**config.mk**
```make
export PLATFORM = sky130hd
export DESIGN_NAME = alu_cmd_sequencer
export DESIGN_NICKNAME = d
export VERILOG_FILES = /design/src/rtl/alu_cmd_sequencer.sv
export SDC_FILE = /design/constraint.sdc
export NUM_CORES = 1
export LEC_CHECK = 0
export ABC_CLOCK_PERIOD_IN_PS = 1400
export CAP_MARGIN = 20
export CORE_MARGIN = 5
export CORE_UTILIZATION = 30
export DETAILED_ROUTE_END_ITERATION = 8
export GPL_TIMING_DRIVEN = 0
export PLACE_DENSITY = 0.58
export REMOVE_ABC_BUFFERS = 1
export SETUP_SLACK_MARGIN = 0.15
export SKIP_LAST_GASP = 1
export SYNTH_ARGS = -nofsm -noshare
export SYNTH_HDL_FRONTEND = slang
export SYNTH_SLANG_ARGS = --single-unit
```
**constraint.sdc**
```tcl
create_clock -name clk -period 1.4 [get_ports clk]
set_input_delay 0.28 -clock clk [delete_from_list [all_inputs] [get_ports clk]]
set_output_delay 0.28 -clock clk [all_outputs]
set_load 0.01 [all_outputs]
```
**src/rtl/alu_cmd_sequencer.sv**
```systemverilog
`default_nettype none
// ============================================================================
// Module      : alu_cmd_sequencer
// Description : Byte-serial command sequencer for an external combinational
//               ALU. It collects a command byte and one or two operand bytes,
//               presents the registered operands to the ALU and captures the
//               result into an output holding register with a valid/ready
//               handshake. An internal accumulator keeps the last legal
//               result so that a frame can reuse it as operand A.
// Ports       : clk, rst            - clock, synchronous active-high reset
//               in_data/in_valid/in_ready   - command/operand byte stream
//               alu_opcode/alu_a/alu_b      - registered ALU inputs
//               alu_result                  - combinational ALU result
//               out_data/out_err/out_valid/out_ready - result stream
//               busy                - high whenever not waiting for a command
// Revision    : 1.0 - initial release
// ============================================================================
module alu_cmd_sequencer #(
    parameter int NUM_OPS = 2
) (
    input  logic       clk,
    input  logic       rst,
    input  logic [7:0] in_data,
    input  logic       in_valid,
    output logic       in_ready,
    output logic [3:0] alu_opcode,
    output logic [7:0] alu_a,
    output logic [7:0] alu_b,
    input  logic [7:0] alu_result,
    output logic [7:0] out_data,
    output logic       out_err,
    output logic       out_valid,
    input  logic       out_ready,
    output logic       busy
);

    typedef enum logic [2:0] {
        S_CMD    = 3'd0,
        S_GET_A  = 3'd1,
        S_GET_B  = 3'd2,
        S_EXEC   = 3'd3,
        S_RESULT = 3'd4
    } state_t;

    state_t      state_q;
    logic [3:0]  cmd_op_q;       // opcode latched from the command byte
    logic        use_acc_q;      // frame takes operand A from the accumulator
    logic [7:0]  acc_q;
    logic [3:0]  alu_opcode_q;
    logic [7:0]  alu_a_q;
    logic [7:0]  alu_b_q;
    logic [7:0]  out_data_q;
    logic        out_err_q;
    logic        out_valid_q;

    logic        in_xfer;
    logic        op_legal;

    // Command byte bits [2:0] are reserved and deliberately ignored.
    logic        unused_in_bits;
    assign unused_in_bits = &{1'b0, in_data[2:0]};

    // in_ready/busy are pure decodes of the state register.
    assign in_ready = (state_q == S_CMD) || (state_q == S_GET_A) || (state_q == S_GET_B);
    assign busy     = (state_q != S_CMD);
    assign in_xfer  = in_valid && in_ready;

    // Legality is judged on the opcode already presented to the ALU, which
    // is the opcode the result in EXEC belongs to.
    assign op_legal = ({28'd0, alu_opcode_q} < 32'(NUM_OPS));

    always_ff @(posedge clk) begin
        if (rst) begin
            state_q      <= S_CMD;
            cmd_op_q     <= 4'd0;
            use_acc_q    <= 1'b0;
            acc_q        <= 8'd0;
            alu_opcode_q <= 4'd0;
            alu_a_q      <= 8'd0;
            alu_b_q      <= 8'd0;
            out_data_q   <= 8'd0;
            out_err_q    <= 1'b0;
            out_valid_q  <= 1'b0;
        end else begin
            case (state_q)
                S_CMD: begin
                    if (in_xfer) begin
                        cmd_op_q  <= in_data[7:4];
                        use_acc_q <= in_data[3];
                        state_q   <= in_data[3] ? S_GET_B : S_GET_A;
                    end
                end
                S_GET_A: begin
                    if (in_xfer) begin
                        alu_a_q <= in_data;
                        state_q <= S_GET_B;
                    end
                end
                S_GET_B: begin
                    if (in_xfer) begin
                        alu_b_q      <= in_data;
                        alu_opcode_q <= cmd_op_q;
                        if (use_acc_q) begin
                            alu_a_q <= acc_q;
                        end
                        state_q <= S_EXEC;
                    end
                end
                S_EXEC: begin
                    // ALU inputs have been stable for this whole cycle.
                    if (op_legal) begin
                        out_data_q <= alu_result;
                        out_err_q  <= 1'b0;
                        acc_q      <= alu_result;
                    end else begin
                        out_data_q <= 8'd0;
                        out_err_q  <= 1'b1;
                    end
                    out_valid_q <= 1'b1;
                    state_q     <= S_RESULT;
                end
                S_RESULT: begin
                    if (out_ready) begin
                        out_valid_q <= 1'b0;
                        state_q     <= S_CMD;
                    end
                end
                default: begin
                    state_q     <= S_CMD;
                    out_valid_q <= 1'b0;
                end
            endcase
        end
    end

    assign alu_opcode = alu_opcode_q;
    assign alu_a      = alu_a_q;
    assign alu_b      = alu_b_q;
    assign out_data   = out_data_q;
    assign out_err    = out_err_q;
    assign out_valid  = out_valid_q;

endmodule
`default_nettype wire

```
==> results.yml, run 1 <==
run_status:
  status: "finished clean"
global_route:
  antenna_found_initial: 0
  grt_max_degree: 41
  grt_pass1_vias: 1394
  grt_pass1_wl_mm: 7.00
  gr-total-overflow: 0
  grt_use_total_pct: 11.6
clocking:
  cts_tree: "yes"
  numCtsBuffers: 5
  clk_path_buf_depth: 2
  root_buffer: "clkbuf_8"
  cts_sinks: 46
  holdBufCountCts: 0
  clkLatencyLatePin_ns: 0.30
  htree_levels: 2
  cts.clk_slew.worst_paths_ns: 0.09
routing:
  drc_errors: 0
  via_per_inst: 4.56
  wire_per_inst_um: 13.5
  postRouteAntennaNets: 0
  num_vias: 1479
  dr.pass1.iters: 4
  drt-initial-drc-count: 69
  postRouteWirelength_mm: 4.38
timing:
  fin_crit_sh_pct: 98.0
  hold_ws_ns: 0.454
  max_freq_ghz: 0.729
  relSlewSlack_pct: 43.1
  final_hold_viol_count: 0
  setup_viol: 0
  skew_ns: 0.0106
  rsz0062_at_grt: "yes"
  fin_crit_ns: 1.37
  finalMaxSlewViolations: 0
  worstMarginPinSlew_ns: 0.853
floorplanning:
  die_h_um: 88.2
  die_w_um: 88.2
  std_cell_rows: 28
  pin_count: 52
  initial_utilization_pct: 31.0
  die_area_sq_um: 7780
  core_sq_um: 5920
logic_synthesis:
  synth_cell_types: 26
  yosysWarnings: 0
  avgSynthCellArea_sq_um: 9.91
  netlist_area_sq_um: 1830
  synth-seq-area-share_pct: 50.2
  ys_ff_latch: 46
  netlist_instances: 185
placed_design:
  placedCellCount: 299
  post-dp-hpwl_mm: 2.90
  routabilityCongestion: 0.757
  portBuffers: 51
cells_and_area:
  fill_cells: 597
  multiInputGateArea_sq_um: 883
  seqCellArea_sq_um: 935
  synthToLayoutAreaGrowth_pct: 45.6
  drive_gt1_share_pct: 23.3
  utilization_pct: 45.1
  final_nets: 268
  antenna_cells: 0
  final_cells: 324
hold_path:
  min-delay-path-class: "reg2reg"
  hold_path_depth: 2
pwr:
  peakVddDrop_v: 0.000516
  fin_total_pwr_mw: 2.66
  leakagePower_nw: 1.13
  powerDensity_nw_per_um2: 995
worst_setup_path:
  ff2ff_path_depth: 6
  start_kind: "flop"
  worstPathRequired_ns: 1.57
  path_class: "reg2reg"
  endpoint_kind: "flop"
  arrival_ns: 1.54
  critPathMaxFanout: 10
run:
  maxCapViolCount: 0
-- cells in the mapped netlist --
| cell | instances | area [sq um] |
|---|---|---|
| buf_1 | 1 | 3.75 |
| a21oi_4 | 1 | 16.3 |
| nor2_1 | 28 | 105 |
| and3_2 | 2 | 15.0 |
| dfxtp_1 | 46 | 921 |
| nor3_1 | 3 | 15.0 |
| nand2_1 | 25 | 93.8 |
| a22o_1 | 8 | 70.1 |
| buf_4 | 1 | 7.51 |
| nand2_4 | 1 | 11.3 |
| nor2_4 | 1 | 11.3 |
| nand2b_2 | 1 | 8.76 |
| a21oi_1 | 19 | 95.1 |
| nor3_4 | 1 | 16.3 |
| o21ai_0 | 2 | 10.0 |
| and3b_1 | 1 | 8.76 |
| inv_6 | 1 | 8.76 |
| nand3_1 | 1 | 5.00 |
| nand2b_1 | 1 | 6.26 |
| buf_2 | 4 | 20.0 |
| buf_6 | 3 | 33.8 |
| a211o_2 | 1 | 10.0 |
| mux2i_1 | 21 | 210 |
| a211oi_2 | 8 | 100 |
| nand3b_4 | 1 | 20.0 |
| clkbuf_1 | 3 | 11.3 |
-- sequential cells by signal, indices dropped and copies added (netlist names), 3 cells and up --
| name | count |
|---|---|
| out_data | 8 |
| cmd_op_q | 4 |
| alu_opcode | 4 |
| state_q | 3 |
| alu_a | 8 |
| alu_b | 8 |
| acc_q | 8 |
-- metal layers --
layer / wire length, um / GRT usage (%)
met5: 0 / 0
met4: 65 / 4.12
met3: 155 / 2.63
met2: 2100 / 17.4
met1: 2060 / 16.2
-- logic make-up after synthesis --
group                  after synthesis  share of synthesized area [%]
AO/OA/AOI/OAI                       39                           16.4
buffers and inverters               13                           4.64
flip-flops                          46                           50.2
multiplexers                        21                           11.5
AND/OR/NAND/NOR                     66                           17.3
-- power by group --
group	internal [mW]	total, mW	leakage [nW]	switching, mW
logic	0.223	0.424	0.713	0.202
registers	1.36	1.40	0.376	0.0389
clock network	0.357	0.837	0.0408	0.480
total	1.94	2.66	1.13	0.721
-- placed cells by master, fill, tap and decap left out, drive strengths merged, types with 4 or more instances in the layout --
cell | netlist | final
a22o | 8 | 8
buf | 9 | 18
clkdlybuf4s50 | 0 | 17
nand2 | 26 | 26
nor2 | 29 | 29
dlygate4sd2 | 0 | 18
dfxtp | 46 | 46
a21oi | 20 | 20
a211oi | 8 | 8
nor3 | 4 | 4
mux2i | 21 | 21
clkbuf | 3 | 7
clkdlybuf4s15 | 0 | 13
-- stage by stage --
step	TNS (ns)	cell area [sq um]	setup slack, ns
after global placement	-41.92	2360	-1.43
after floorplan	-0.0194	1760	-0.00243
after CTS	-0.0962	2540	-0.0962
final	0	2670	0.0274
after detailed placement	-11.21	2360	-0.411
after global routing	-0.591	2670	-0.0539
-- layout make-up --
| cell class | instances | share of cell area [%] |
|---|---|---|
| tap | 75 | 3.51 |
| clock buffer | 5 | 2.58 |
| sequential | 46 | 35.0 |
| timing repair buffer | 68 | 24.6 |
| multi-input combinational | 126 | 33.1 |
| inverter | 1 | 0.328 |
| clock inverter | 3 | 0.890 |
-- path summary, 6_finish.rpt --
kind | start | end | slack (ns)
max | state_q[0] | acc_q[2] | 0.03
min | alu_b[3] | alu_b[3] | 0.45
max reg2reg | state_q[0] | acc_q[2] | 0.03
min reg2reg | alu_b[3] | alu_b[3] | 0.45
-- critical path: stages (launching register included) --
cell,delay [ns]
dfxtp_4,0.38
buf_6,0.13
and3b_2,0.29
nand2_8,0.10
buf_4,0.15
mux2i_1,0.14
nor2_1,0.05
-- timing repair --
action	4_1_cts	5_1_grt
buffers inserted	5	10
resized for setup	49	24
setup endpoints to repair	74	57
pin swaps	2	6
cloned	2	0
Note: power is estimated with default switching activity, not from simulation.
==> inputs of run 2 (changes only) <==
Settings changed: SLEW_MARGIN set to 0.
==> results of run 2 <==
Final layout, timing and power as in run 1 (identical DEF).
